==> config.mk <==
export PLATFORM = sky130hd
export DESIGN_NAME = param_data_memory_flat
export DESIGN_NICKNAME = d
export VERILOG_FILES = /design/src/rtl/dmem_pkg.sv /design/src/rtl/param_data_memory_if.sv /design/src/rtl/dmem_init_seq.sv /design/src/rtl/param_data_memory.sv /design/src/flat_wrapper.sv
export SDC_FILE = /design/constraint.sdc
export NUM_CORES = 1
export LEC_CHECK = 0
export BUFFER_PORTS_ARGS = -buffer_cell sky130_fd_sc_hd__clkbuf_2
export CAP_MARGIN = 5
export CORE_MARGIN = 2
export CORE_UTILIZATION = 50
export DETAILED_ROUTE_END_ITERATION = 12
export PLACE_DENSITY = 0.69
export SLEW_MARGIN = 15
export SYNTH_ARGS = -nofsm -noshare
export SYNTH_HDL_FRONTEND = slang
export SYNTH_SLANG_ARGS = --single-unit
==> constraint.sdc <==
create_clock -name clk -period 3.3 [get_ports clk]
set_clock_uncertainty 0.1 [all_clocks]
set_input_delay 0.66 -clock clk [delete_from_list [all_inputs] [get_ports clk]]
set_output_delay 0.66 -clock clk [all_outputs]
set_load 0.05 [all_outputs]
==> src/rtl/dmem_pkg.sv <==
// dmem_pkg: shared types, init-mode constants and init pattern for the data memory
package dmem_pkg;
  typedef enum logic {ST_INIT, ST_READY} state_t;
  localparam int INIT_ZERO = 0;
  localparam int INIT_RAMP = 1;
  // Ramp: lower half counts up from 0, upper half counts down from 0 (two's complement)
  function automatic logic [31:0] init_pattern(int idx, int data_w, int depth, int mode);
    logic [31:0] v;
    v = (mode == INIT_ZERO) ? 32'd0 : (idx < depth / 2) ? 32'(idx) : 32'(depth / 2 - idx);
    return (data_w >= 32) ? v : v & ((32'd1 << data_w) - 32'd1);
  endfunction
endpackage

==> src/rtl/param_data_memory_if.sv <==
// param_data_memory_if: access bus between the CPU datapath and the data memory
interface param_data_memory_if #(
  parameter int DATA_W = 8,
  parameter int ADDR_W = 8
);
  logic [ADDR_W-1:0] Address;
  logic [DATA_W-1:0] WriteData;
  logic              MemRead;
  logic              MemWrite;
  logic [DATA_W-1:0] ReadData;
  logic              read_valid;
  logic              ready;
  logic              addr_err;
  logic              led;
  modport master (
    output Address, WriteData, MemRead, MemWrite,
    input  ReadData, read_valid, ready, addr_err, led
  );
  modport slave (
    input  Address, WriteData, MemRead, MemWrite,
    output ReadData, read_valid, ready, addr_err, led
  );
endinterface

==> src/rtl/dmem_init_seq.sv <==
// dmem_init_seq: post-reset init walk writing one pattern entry per cycle, then ready
module dmem_init_seq import dmem_pkg::*; #(
  parameter int DATA_W    = 8,
  parameter int DEPTH     = 32,
  parameter int INIT_MODE = INIT_RAMP,
  parameter int CW        = $clog2(DEPTH)
) (
  input  logic              clk,
  input  logic              reset,
  output logic              init_we,
  output logic [CW-1:0]     init_addr,
  output logic [DATA_W-1:0] init_data,
  output logic              ready
);
  localparam logic [CW-1:0] LAST = CW'(DEPTH - 1);
  state_t        state, state_n;
  logic [CW-1:0] cnt, cnt_n;
  always_ff @(posedge clk or posedge reset) begin
    if (reset) begin
      state <= ST_INIT;
      cnt   <= '0;
    end else begin
      state <= state_n;
      cnt   <= cnt_n;
    end
  end
  // Counter parks on the last index once READY is reached
  always_comb begin
    state_n = (state == ST_INIT && cnt == LAST) ? ST_READY : state;
    cnt_n   = (state == ST_INIT && cnt != LAST) ? cnt + 1'b1 : cnt;
  end
  always_comb begin
    init_we   = state == ST_INIT;
    init_addr = cnt;
    init_data = DATA_W'(init_pattern(int'(cnt), DATA_W, DEPTH, INIT_MODE));
    ready     = state == ST_READY;
  end
endmodule

==> src/rtl/param_data_memory.sv <==
// param_data_memory: single-port data memory with sequenced init walk,
// registered read with valid strobe and out-of-range access flag
module param_data_memory import dmem_pkg::*; #(
  parameter int DATA_W    = 8,
  parameter int ADDR_W    = 8,
  parameter int DEPTH     = 32,
  parameter int INIT_MODE = INIT_RAMP
) (
  input logic                clk,
  input logic                reset,
  param_data_memory_if.slave bus
);
  localparam int              CW    = $clog2(DEPTH);
  localparam logic [ADDR_W:0] LIMIT = (ADDR_W + 1)'(DEPTH);
  logic [DATA_W-1:0] mem [DEPTH];
  logic              init_we, ready, in_range, we, rd_go;
  logic [CW-1:0]     init_addr, idx, wa;
  logic [DATA_W-1:0] init_data, wd, rd_q;
  logic              rv_q, err_q;
  dmem_init_seq #(
    .DATA_W(DATA_W), .DEPTH(DEPTH), .INIT_MODE(INIT_MODE), .CW(CW)
  ) u_init (
    .clk(clk), .reset(reset), .init_we(init_we),
    .init_addr(init_addr), .init_data(init_data), .ready(ready)
  );
  // User accesses only count once the init walk has finished
  always_comb begin
    idx      = bus.Address[CW-1:0];
    in_range = {1'b0, bus.Address} < LIMIT;
    rd_go    = ready & bus.MemRead;
    we       = init_we | (ready & bus.MemWrite & in_range);
    wa       = init_we ? init_addr : idx;
    wd       = init_we ? init_data : bus.WriteData;
  end
  always_ff @(posedge clk) begin
    if (we) mem[wa] <= wd;
  end
  // Read samples the pre-write word, giving read-first on a same-address collision
  always_ff @(posedge clk or posedge reset) begin
    if (reset) begin
      rd_q  <= '0;
      rv_q  <= 1'b0;
      err_q <= 1'b0;
    end else begin
      rv_q  <= rd_go;
      err_q <= ready & (bus.MemRead | bus.MemWrite) & ~in_range;
      if (rd_go) rd_q <= in_range ? mem[idx] : '0;
    end
  end
  assign bus.ReadData   = rd_q;
  assign bus.read_valid = rv_q;
  assign bus.addr_err   = err_q;
  assign bus.ready      = ready;
  assign bus.led        = ~ready;
endmodule

==> src/flat_wrapper.sv <==
// flat-port wrapper written by rule: the top's interface ports become plain ports
module param_data_memory_flat import dmem_pkg::*;
#(
  parameter int DATA_W    = 8,
  parameter int ADDR_W    = 8,
  parameter int DEPTH     = 32,
  parameter int INIT_MODE = INIT_RAMP
)
  (clk, reset, bus_Address, bus_WriteData, bus_MemRead, bus_MemWrite, bus_ReadData, bus_read_valid, bus_ready, bus_addr_err, bus_led);
  param_data_memory_if #(.DATA_W(DATA_W), .ADDR_W(ADDR_W)) bus_i ();
  input logic clk;
  input logic reset;
  input wire logic [$bits(bus_i.Address)-1:0] bus_Address;
  input wire logic [$bits(bus_i.WriteData)-1:0] bus_WriteData;
  input wire logic [$bits(bus_i.MemRead)-1:0] bus_MemRead;
  input wire logic [$bits(bus_i.MemWrite)-1:0] bus_MemWrite;
  output wire logic [$bits(bus_i.ReadData)-1:0] bus_ReadData;
  output wire logic [$bits(bus_i.read_valid)-1:0] bus_read_valid;
  output wire logic [$bits(bus_i.ready)-1:0] bus_ready;
  output wire logic [$bits(bus_i.addr_err)-1:0] bus_addr_err;
  output wire logic [$bits(bus_i.led)-1:0] bus_led;
  assign bus_i.Address = bus_Address;
  assign bus_i.WriteData = bus_WriteData;
  assign bus_i.MemRead = bus_MemRead;
  assign bus_i.MemWrite = bus_MemWrite;
  assign bus_ReadData = bus_i.ReadData;
  assign bus_read_valid = bus_i.read_valid;
  assign bus_ready = bus_i.ready;
  assign bus_addr_err = bus_i.addr_err;
  assign bus_led = bus_i.led;
  param_data_memory #(.DATA_W(DATA_W), .ADDR_W(ADDR_W), .DEPTH(DEPTH), .INIT_MODE(INIT_MODE)) u_core (.clk(clk), .reset(reset), .bus(bus_i));
endmodule
# == Word-level counts from Yosys, hierarchy flattened ==
# Memories as Yosys holds them, arrays and structs flattened.
# Index checks and enable logic that the tools add are counted.
# totals
elab_cells,29
ramBits,256
reg_bits,16
n_memories,1
# memory_table
name,words,word_bits,rd,rd_clocked_by_memory_dff,write_ports,line,source
u_core.mem,32,8,1,0,1,param_data_memory.sv:15,logic [DATA_W-1:0] mem [DEPTH];
# classes
muxes,6
eq_ne,2
reduce_logical,2
addsub,2
n_lt_le_gt_ge,2
bitwise,9
# op_table
operator,n
$mux 8,3
$lt 8x6->1 const B,1
$sub 5x5->6 const A,1
$add 5x1->5 const B,1
$and 1x1->1,5
$eq 5x5->1 const B,1
$lt 5x5->1 const B,1
$mux 5,1
$ne 5x5->1 const B,1
$logic_and 1x1->1,2
$mux 1,2
$not 1->1,2
$or 1x1->1,2

# == Depth between registers and ports, before layout ==
# Gate-level depths: netlist of run 1.
# logic_depth
depth_word,5
mapped_depth,9
depth_no_buf,9

# == Hierarchy ==
# From an unflattened synthesis of run 1, not the netlist that was laid out.
# unflattened
hier_cells,638
area_unflattened_um2,11233.3
# by_module_without_submodules
module,instances,seq_area_each_um2,cells_per_inst,area_each_um2
param_data_memory,1,7937.6,594,10802.9
dmem_init_seq,1,150.1,44,430.4

# == Worst setup path after synthesis of run 1 ==
# OpenSTA, ideal clock, no wires.
# synth_timing
kind,reg2reg
start,register u_core.u_init.cnt[0] (netlist: u_core.u_init.init_addr[0])
end,"memory u_core.mem[0][1], data pin"
arrival_time_ns,2.870
n_path_buf,0
stages_incl_launch_ff,9
path_slack_ns,-0.124
synth_period_minus_slack_ns,3.424
setup_time_ns,0.454
cell_sequence,dfrtp_1 -> inv_1 -> ha_1 -> or3b_2 -> inv_1 -> ha_1 -> a21oi_1 -> mux2i_1 -> o21ai_0
# synth_via
elab_chain_cells,3
elab_cells_between_ends,4
cone_classes,1 x add/sub; 1 x order compare; 2 x mux
# synth_lines
item,line,source
"start, declared",dmem_init_seq.sv:17,"logic [CW-1:0] cnt, cnt_n;"
"start signal, assigned",dmem_init_seq.sv:24,cnt <= cnt_n;
$sub 5x5->6 / $lt 5x5->1 (equally long branches),dmem_pkg.sv:9,v = (mode == INIT_ZERO) ? 32'd0 : (idx < depth / 2) ? 32'(idx) : 32'(depth / 2 - idx);
$mux 8 *,dmem_pkg.sv:9,
$mux 8 *,param_data_memory.sv:33,wd = init_we ? init_data : bus.WriteData;
net u_core.wd[1],param_data_memory.sv:18,"logic [DATA_W-1:0] init_data, wd, rd_q;"
"end, declared",param_data_memory.sv:15,
# Mark *: on every way through the listed nets, which the timed path passes. The rest lies on a longest branch.

# == Worst setup path in the final report of run 1 ==
# layout_timing
start,register u_core.u_init.cnt[1] (netlist: u_core.u_init.init_addr[1])
end,"memory u_core.mem[25][3], data pin"
# The elaborated chain is that of the path after synthesis.

==> reports/qor.csv, run 1 <==
stage,metric,value,unit
outcome,status,"complete, no violations",
clocking,clk_path_buf_depth,3,
setup_path,cp_data_required_time,3.45,ns
sta,slew_violations,0,
sta,period_minus_slack,2.882,ns
yosys,synthFlopType,edfxtp_1,
clocking,clkTransAtPathRegs,0.06,ns
cells_and_area,drive_gt1_share,21.97,%
clocking,clk_root_buffer_cell,clkbuf_16,
placement,gp_congestion,0.8313,
power,total_leakage_power,4.417,nW
routing,initialDrtViolationCount,506,
global_routing,first_global_vias,5980,
sta,hold_violations,0,
global_routing,antenna_found_initial,0,
yosys,synth_seq_cells,272,
floorplanning,core_area,21760,um2
cells_and_area,fin_nets,717,
setup_path,critPathMaxStageDelay,0.53,ns
floorplanning,fp-row-count,54,
routing,num_vias,5872,
routing,drtAntennaViolNets,0,
routing,drc,0,
floorplanning,die_h,152.5,um
setup_path,path_cells,inv_1 -> ha_1 -> or3b_2 -> inv_1 -> ha_1 -> a21oi_1 -> a31oi_1 -> xnor2_1 -> mux2_2,
global_routing,grt_use_total,20.30,%
setup_path,critPathArrivalTime,3.03,ns
clocking,htreeDepth,1,
power,ir_drop,0.4335,mV
yosys,synth_top_area_cell,edfxtp_1,
yosys,ys_seq_area_share,73.35,%
floorplanning,io_pins,32,
sta,tightest_slew,1.112,ns
global_routing,grt_pass1_wl,35820,um
power,p_per_area,562.3,nW/um2
floorplanning,design.die.area,23260,um2
clocking,cts_made_buffers,28,
global_routing,grt_max_degree,33,
clocking,post_cts_buffers,0,
global_routing,grt-ovfl-total,0,
clocking,clock-sinks,272,
floorplanning,initial_core_util,50.68,%
clocking,holdBufCountCts,0,
yosys,syn-cell-area,11030,um2
clocking,cts_tree,done,
clocking,cts_resized,0,
sta,setup_violations,0,
floorplanning,fp.dieW,152.5,um
yosys,async_reset_ff_share,5.882,%
routing,routed_wirelength,23460,um
yosys,yosysTopAreaCellShare,69.72,%
yosys,synth-edff-count,256,
setup_path,path_max_fanout,32,
cells_and_area,diodes,0,
routing,firstDrtPassIters,7,
setup_path,critical_path.top_delay_family,multiplexers,
routing,avgRoutedWirePerCell,23.69,um
routing,via_per_inst,5.931,
sta,setup_tns,0,ns
sta,max-slew-margin-rel,25.87,%
sta,clock.fmax,0.3470,GHz
sta,rsz0062_at_grt,no,
cells_and_area,fin_util,57.84,%
setup_path,crit_path_start_kind,flip-flop,
setup_path,crit_path_top_delay_cell,mux2_2,
yosys,syn-num-nets,639,
yosys,avgSynthCellArea,17.93,um2
setup_path,cp_num_buf_inv,2,
yosys,syn_inst,615,
placement,hpwl,14650,um
placement,io_buffers,31,
clocking,clk_latency,0.53,ns
hold_path,hold_class,input port to async pin,
setup_path,path_class,flip-flop to flip-flop,
run,max-cap-violations,0,
cells_and_area,area_growth,14.12,%
yosys,synthTopCellsByArea,"edfxtp_1 70%, mux2i_1 6.1%, mux4_2 4.7%, dfrtp_1 3.6%, mux4_1 2.1%",
yosys,ys_types,40,
setup_path,cp-end-kind,flip-flop,
sta,fin_crit_sh,87.33,%
yosys,yosys_warnings,0,
per-layer routing:
| metal | GRT usage, % | part of all wire, % |
|---|---|---|
| met5 | 0 | 0 |
| met1 | 27.93 | 41 |
| met3 | 3.555 | 7.1 |
| met4 | 5.644 | 2.6 |
| met2 | 33.96 | 49 |
final timing paths:
path	end	from	depth (start not counted)	slack [ns]
worst max register to register	u_core.mem[25][3]	u_core.u_init.init_addr[1]	9	0.42
worst min-delay path	u_core.u_init.init_addr[1]	reset	2	0.12
max in group asynchronous	u_core.bus.ReadData[1]	reset	2	2.52
min in group clk	u_core.bus.addr_err	bus_MemRead	3	0.33
worst min register to register	u_core.bus.ReadData[2]	u_core.bus.ReadData[2]	2	0.40
worst max-delay path	u_core.mem[25][3]	u_core.u_init.init_addr[1]	9	0.42
cells in the final DEF, fill, tap and decap left out, drive strengths merged, types with 2 or more instances in the layout:
cell type | synthesis | final
dfrtp | 16 | 16
edfxtp | 256 | 256
mux2 | 10 | 10
a21o | 3 | 3
a31oi | 2 | 2
o32ai | 4 | 4
a22o | 8 | 8
xnor2 | 5 | 5
mux4 | 32 | 32
nand2 | 37 | 37
nor2b | 9 | 9
a22oi | 17 | 17
nand4 | 2 | 2
clkbuf | 10 | 65
clkinv | 0 | 10
mux2i | 67 | 67
bufinv | 0 | 2
o41ai | 7 | 7
inv | 11 | 11
a221oi | 7 | 7
a211oi | 8 | 8
nor2 | 38 | 38
and2 | 3 | 3
ha | 4 | 4
a21oi | 23 | 23
o21ai | 7 | 7
buf | 21 | 49
flip-flops by register name (all words and copies together) (netlist names):
register,flops
u_core.bus.read_valid,1
u_core.u_init.init_addr,5
u_core.u_init.ready,1
u_core.bus.ReadData,8
u_core.mem,256
u_core.bus.addr_err,1
cells in the mapped netlist (9+ instances only):
master      n
clkbuf_1   10
nor2b_1     9
nor2_1     38
dfrtp_1    16
mux2_2     10
a22oi_1    17
mux2i_1    67
mux4_1      9
inv_1      11
edfxtp_1  256
mux4_2     23
a21oi_1    23
nand2_1    37
report_power, final:
part / internal (mW) / switching [mW]
sequential: 3.78 / 0.00604
clock: 1.74 / 1.19
combinational: 0.127 / 0.234
total: 5.65 / 1.43
cell type report:
class,instances,area [um2]
Sequential cell,272,8088
Clock inverter,12,105.1
Inverter,11,41.29
Tap cell,280,350.3
Clock buffer,35,748.2
Fill cell,1647,9173
Timing Repair Buffer,79,568.0
Multi-Input combinational cell,301,2683
cell families after synthesis:
group | count (synthesis) | share of synthesized area [%]
adders and majority gates | 4 | 0.4539
muxes | 109 | 13.95
and+or+nand+nor | 94 | 3.665
buffers and inverters | 42 | 2.417
DFF | 272 | 73.35
AOI/OAI and AO/OA | 89 | 5.776
xor gates and xnor gates | 5 | 0.3971
stage by stage:
stage | instance area [um2] | power (mW) | hold WS, ns | std cells | worst slack, ns
after global placement | 11730 | 4.213 | 0.3885 | 943 | 0.3615
after global routing | 12580 | 7.274 | 0.1657 | 990 | 0.2061
after detailed placement | 11730 | 4.221 | 0.3919 | 943 | 0.3551
after CTS | 12580 | 7.122 | 0.1190 | 990 | 0.4045
final | 12580 | 7.076 | 0.1222 | 990 | 0.4180
after floorplan | 11030 | 4.104 | 0.4123 | 615 | 0.4250
No activity file was read; power rests on OpenSTA's default activity.
==> inputs of run 2 (changes only) <==
--- a/config.mk
+++ b/config.mk
@@ -10,7 +10,7 @@
 export CORE_MARGIN = 2
 export CORE_UTILIZATION = 50
 export DETAILED_ROUTE_END_ITERATION = 12
-export PLACE_DENSITY = 0.69
+export PLACE_DENSITY = 0.75
 export SLEW_MARGIN = 15
 export SYNTH_ARGS = -nofsm -noshare
 export SYNTH_HDL_FRONTEND = slang
==> run 2 against run 1 <==
  * Clock power up 3%
  * Clock-buffer cell count fell by 4
  * Sequential share of layout area rose by 0.53 points
  * Core utilization decreased by 0.47 points
  * Global-route usage about the same
  * Highest routed layer unchanged
  * Sequential power about the same
  * Die area did not move
  * Cell area is 0.82% lower
  * Register-to-register slack worse by 0.14 ns
  * Worst hold slack worse by 0.012 ns
==> reports/qor.csv, run 2 (same netlist as run 1, synthesis figures left out) <==
stage,metric,value,unit,change
cells_and_area,fin_util,57.37,%,-0.47 points
run,max-cap-violations,0,,unchanged
global_routing,grt_pass1_wl,36390,um,+1.6%
routing,drtAntennaViolNets,0,,unchanged
setup_path,path_class,flip-flop to flip-flop,,
routing,initialDrtViolationCount,740,,+46%
global_routing,grt-ovfl-total,0,,unchanged
outcome,status,"complete, no violations",,
setup_path,cp-end-kind,flip-flop,,
global_routing,grt_max_degree,40,,+21%
setup_path,cp_num_buf_inv,2,,unchanged
cells_and_area,most-common-layout-cells,"256 x edfxtp_1, 67 x mux2i_1, 38 x nor2_1, 37 x nand2_1, 32 x buf_4",,
cells_and_area,regMostFlops,u_core.mem,,
clocking,holdBufCountCts,0,,unchanged
clocking,cts_resized,0,,unchanged
power,ir_drop,0.4248,mV,-2.0%
cells_and_area,final_common_cell,edfxtp_1,,
clocking,clock-sinks,272,,unchanged
global_routing,use_met1,28.36,%,+0.43 points
setup_path,critPathMaxStageDelay,0.63,ns,+0.10 ns
routing,avgRoutedWirePerCell,24.08,um,+1.7%
sta,layout_setup_ws,0.2736,ns,-0.1444 ns
setup_path,path_cells,inv_1 -> ha_1 -> or3b_2 -> inv_1 -> ha_1 -> a21oi_1 -> a31oi_1 -> xnor2_1 -> mux2_2,,
floorplanning,design.die.area,23260,um2,unchanged
global_routing,grt_use_total,20.26,%,-0.049 points
sta,fin_crit_sh,91.71,%,+4.4 points
routing,via_per_inst,6.098,,+2.8%
placement,dpl_cell_area,11590,um2,-1.2%
setup_path,critical_path.top_delay_family,multiplexers,,
sta,setup_tns,0,ns,unchanged
global_routing,antenna_found_initial,0,,unchanged
hold_path,hold_class,input port to async pin,,
power,p_per_area,575.5,nW/um2,+2.3%
sta,clock.fmax,0.3304,GHz,-4.8%
clocking,htreeDepth,1,,unchanged
sta,setup_violations,0,,unchanged
sta,period_minus_slack,3.026,ns,+0.1444 ns
setup_path,crit_path_start_kind,flip-flop,,
clocking,cts_tree,done,,
setup_path,cp_data_required_time,3.44,ns,about the same
placement,io_buffers,31,,unchanged
sta,max-slew-margin-rel,47.23,%,+21 points
global_routing,grt_util_met3,3.271,%,-0.28 points
setup_path,path_max_fanout,32,,unchanged
clocking,post_cts_buffers,0,,unchanged
sta,tightest_slew,0.7886,ns,-0.3234 ns
power,total_leakage_power,4.337,nW,-1.8%
routing,routed_wirelength,23550,um,+0.42%
sta,hold_violations,0,,unchanged
floorplanning,initial_core_util,50.68,%,unchanged
floorplanning,fp.dieW,152.5,um,unchanged
cells_and_area,fin_area,12480,um2,-0.82%
floorplanning,fp-row-count,54,,unchanged
sta,rsz0062_at_grt,no,,
routing,num_vias,5964,,+1.6%
cells_and_area,area_growth,13.18,%,
setup_path,critPathArrivalTime,3.16,ns,+0.13 ns
clocking,clk_latency,0.53,ns,about the same
clocking,clkTransAtPathRegs,0.06,ns,about the same
cells_and_area,drive_gt1_share,21.35,%,-0.63 points
placement,gp_congestion,0.9047,,+8.8%
floorplanning,core_area,21760,um2,unchanged
floorplanning,die_h,152.5,um,unchanged
cells_and_area,diodes,0,,unchanged
placement,hpwl,15110,um,+3.2%
setup_path,crit_path_top_delay_cell,mux2_2,,
clocking,clk_root_buffer_cell,clkbuf_16,,
routing,drc,0,,unchanged
global_routing,busiest_layer,met2,,
global_routing,use_met2,33.66,%,-0.30 points
routing,firstDrtPassIters,5,,-2
cells_and_area,fin_nets,701,,-2.2%
clocking,clk_path_buf_depth,3,,unchanged
clocking,cts_made_buffers,27,,-3.6%
global_routing,first_global_vias,6098,,+2.0%
sta,slew_violations,0,,unchanged
floorplanning,io_pins,32,,unchanged
cells_and_area,largest_register_ffs,256,,unchanged
placement,pre_cts_slack,0.3050,ns,-0.05011 ns
run 2: area by class of cell:
type,count,area (um2)
multi-input cells,301,2684
clock inverters,19,176.4
repair buffers,64,430.4
fillers,1590,9275
well taps,280,350.3
flip-flops and latches,272,8088
inverters,11,41.29
clock buffers,31,710.7
run 2: power breakdown:
part / leakage [nW] / internal [mW] / switching [mW] / total (mW)
clock: 0.434 / 1.78 / 1.25 / 3.03
sequential: 2.49 / 3.78 / 0.00624 / 3.79
combinational: 1.42 / 0.123 / 0.240 / 0.363
total: 4.34 / 5.68 / 1.50 / 7.18
run 2: final timing paths:
kind	slack, ns	cells past startpoint	end	start
worst max-delay path	0.27	9	u_core.mem[26][3]	u_core.u_init.init_addr[1]
worst min-delay path	0.11	2	u_core.u_init.init_addr[0]	reset
max in group asynchronous	2.54	2	u_core.bus.addr_err	reset
worst max register to register	0.27	9	u_core.mem[26][3]	u_core.u_init.init_addr[1]
worst min register to register	0.44	2	u_core.bus.ReadData[7]	u_core.bus.ReadData[7]
min in group clk	0.35	3	u_core.bus.addr_err	bus_MemRead
run 2: per-layer routing:
layer,up-vias,share of wire [%]
met5,-,0
met2,301,49
met4,0,2.5
li1,2586,-
met3,50,7.2
met1,3027,41
run 2: per-stage QoR:
stage | power [mW] | hold WS, ns | std cells
floorplan | 4.104 | 0.4123 | 615
global placement | 4.208 | 0.4173 | 928
detailed placement | 4.221 | 0.4181 | 928
CTS | 7.209 | 0.1011 | 978
global route | 7.378 | 0.1717 | 978
finish | 7.182 | 0.1098 | 978
==> inputs of run 3 (changes only) <==
--- a/config.mk
+++ b/config.mk
@@ -8,9 +8,9 @@
 export BUFFER_PORTS_ARGS = -buffer_cell sky130_fd_sc_hd__clkbuf_2
 export CAP_MARGIN = 5
 export CORE_MARGIN = 2
-export CORE_UTILIZATION = 50
+export CORE_UTILIZATION = 56
 export DETAILED_ROUTE_END_ITERATION = 12
-export PLACE_DENSITY = 0.75
+export PLACE_DENSITY = 0.82
 export SLEW_MARGIN = 15
 export SYNTH_ARGS = -nofsm -noshare
 export SYNTH_HDL_FRONTEND = slang
==> run 3 against run 2 <==
  * Fmax is 3.0% higher
  * Clock-buffer cell count increased by 8
  * Worst hold slack improved by 0.00089 ns
  * Core utilization up 7.1 points
  * Combinational power down 1%
  * Cell area increased by 0.22%
  * Cell count shrank 0.31%
  * Largest power group unchanged
  * Wire length up 0.14%
  * Register-to-register slack improved by 0.09 ns
  * Largest cell class unchanged
  * Die area fell by 10%
==> reports/qor.csv, run 3 (same netlist as run 1, synthesis figures left out) <==
stage,metric,value,unit,change
outcome,status,"complete, no violations",,
sta,period_minus_slack,2.939,ns,-0.08689 ns
power,total_leakage_power,4.383,nW,+1.1%
routing,via_per_inst,6.263,,+2.7%
sta,setup_violations,0,,unchanged
cells_and_area,fin_nets,715,,+2.0%
cells_and_area,most-common-layout-cells,"256 x edfxtp_1, 67 x mux2i_1, 45 x buf_4, 38 x nor2_1, 37 x nand2_1",,
power,p_per_area,558.8,nW/um2,-2.9%
floorplanning,fp-row-count,51,,-5.6%
sta,setup_tns,0,ns,unchanged
routing,routed_wirelength,23590,um,+0.14%
placement,hpwl,14770,um,-2.3%
sta,tightest_slew,1.197,ns,+0.4088 ns
floorplanning,fp.dieW,144.3,um,-5.4%
cells_and_area,fill_cells,1305,,-18%
clocking,cts_resized,0,,unchanged
cells_and_area,drive_gt1_share,21.41,%,+0.062 points
run,max-cap-violations,0,,unchanged
setup_path,timing.rr.start,u_core.u_init.init_addr[0],,
floorplanning,die_h,144.3,um,-5.4%
sta,fin_crit_sh,89.08,%,-2.6 points
routing,drtAntennaViolNets,0,,unchanged
setup_path,critPathMaxStageDelay,0.59,ns,-0.04 ns
clocking,clk_latency,0.52,ns,about the same
routing,initialDrtViolationCount,817,,+10%
setup_path,cp_data_required_time,3.56,ns,+0.12 ns
cells_and_area,regMostFlops,u_core.mem,,
sta,slew_violations,0,,unchanged
clocking,holdBufCountCts,0,,unchanged
power,ir_drop,0.4191,mV,-1.3%
clocking,htreeDepth,1,,unchanged
floorplanning,core_area,19400,um2,-11%
global_routing,grt_use_total,23.30,%,+3.0 points
setup_path,ff2ff_path_depth,9,,unchanged
sta,clock.fmax,0.3402,GHz,+3.0%
routing,avgRoutedWirePerCell,24.19,um,+0.45%
setup_path,rr_endpoint,u_core.mem[7][1],,
global_routing,first_global_vias,6043,,-0.90%
cells_and_area,area_growth,13.43,%,
hold_path,hold_class,input port to async pin,,
cells_and_area,diodes,0,,unchanged
sta,hold_violations,0,,unchanged
routing,num_vias,6106,,+2.4%
setup_path,path_cells,inv_1 -> ha_1 -> or3b_2 -> inv_1 -> ha_1 -> a21oi_1 -> mux2i_1 -> o21ai_2 -> buf_4,,
sta,rsz0062_at_grt,no,,
sta,max-slew-margin-rel,20.17,%,-27 points
floorplanning,design.die.area,20830,um2,-10%
cells_and_area,final_common_cell,edfxtp_1,,
clocking,clk_path_buf_depth,3,,unchanged
setup_path,path_class,flip-flop to flip-flop,,
clocking,clock-sinks,272,,unchanged
clocking,cts_made_buffers,27,,unchanged
setup_path,crit_path_start_kind,flip-flop,,
clocking,clk_root_buffer_cell,clkbuf_16,,
setup_path,critPathArrivalTime,3.20,ns,+0.04 ns
placement,io_buffers,31,,unchanged
global_routing,grt_pass1_wl,35690,um,-1.9%
setup_path,r2r_slack,0.36,ns,+0.09 ns
placement,gp_congestion,0.9324,,+3.1%
setup_path,crit_path_top_delay_cell,o21ai_2,,
clocking,post_cts_buffers,0,,unchanged
global_routing,antenna_found_initial,0,,unchanged
global_routing,grt_max_degree,34,,-15%
floorplanning,io_pins,32,,unchanged
routing,drc,0,,unchanged
cells_and_area,largest_register_ffs,256,,unchanged
global_routing,grt-ovfl-total,0,,unchanged
clocking,cts_tree,done,,
routing,firstDrtPassIters,7,,+2
clocking,clkTransAtPathRegs,0.06,ns,about the same
cells_and_area,fin_util,64.48,%,+7.1 points
setup_path,path_max_fanout,17,,-47%
setup_path,cp-end-kind,flip-flop,,
floorplanning,initial_core_util,56.84,%,+6.2 points
run 3: layout make-up:
| class | instances | area [um2] | area share (%) |
|---|---|---|---|
| repair buffers | 78 | 548.0 | 4.381 |
| inverters | 11 | 41.29 | 0.3301 |
| clock buffers | 39 | 750.7 | 6.002 |
| clock inverters | 9 | 67.56 | 0.5402 |
| well taps | 265 | 331.6 | 2.651 |
| flip-flops and latches | 272 | 8088 | 64.66 |
| multi-input cells | 301 | 2681 | 21.44 |
run 3: worst max-delay path: cells and delay by family, from the launching register on:
family | cells | cell delay, ns
AOI/OAI and AO/OA | 2 | 0.68
buffers and inverters | 3 | 0.56
and+or+nand+nor | 1 | 0.49
DFF | 1 | 0.42
adders and majority gates | 2 | 0.39
muxes | 1 | 0.15
run 3: worst max path at each step:
stage,end,from,cells after the start
2_1_floorplan,u_core.mem[0][1],u_core.u_init.init_addr[0],8
3_3_place_gp,u_core.bus.ReadData[7],bus_Address[0],5
3_5_place_dp,u_core.bus.ReadData[2],bus_Address[1],6
4_1_cts,u_core.mem[22][1],u_core.u_init.init_addr[0],9
5_1_grt,u_core.mem[19][3],u_core.u_init.init_addr[0],9
6_report,u_core.mem[7][1],u_core.u_init.init_addr[0],9
run 3: where the power goes:
group | total (mW) | leakage [nW] | internal [mW] | switching, mW
Combinational | 0.358 | 1.50 | 0.124 | 0.233
Sequential | 3.79 | 2.49 | 3.78 | 0.00765
Clock | 2.84 | 0.397 | 1.65 | 1.20
Total | 6.99 | 4.38 | 5.55 | 1.44
run 3: per-stage QoR:
| stage | hold WS, ns | area (um2) | cells | setup WS, ns | total power, mW |
|---|---|---|---|---|---|
| 4_1_cts | 0.1135 | 12510 | 975 | 0.3862 | 7.030 |
| 2_1_floorplan | 0.4123 | 11030 | 615 | 0.4250 | 4.104 |
| 5_1_grt | 0.1655 | 12510 | 975 | 0.1505 | 7.175 |
| 3_5_place_dp | 0.4237 | 11690 | 927 | 0.3715 | 4.216 |
| 3_3_place_gp | 0.4090 | 11690 | 927 | 0.4897 | 4.202 |
| 6_report | 0.1107 | 12510 | 975 | 0.3605 | 6.989 |
run 3: layer usage:
layer	global-route usage, %	up-vias	share of wire [%]	routed length [um]
met2	38.46	354	49	11530
met5	0	-	0	0
li1	-	2615	-	-
met4	6.183	0	3.0	700
met1	32.52	3080	40	9359
met3	4.272	57	8.5	1995
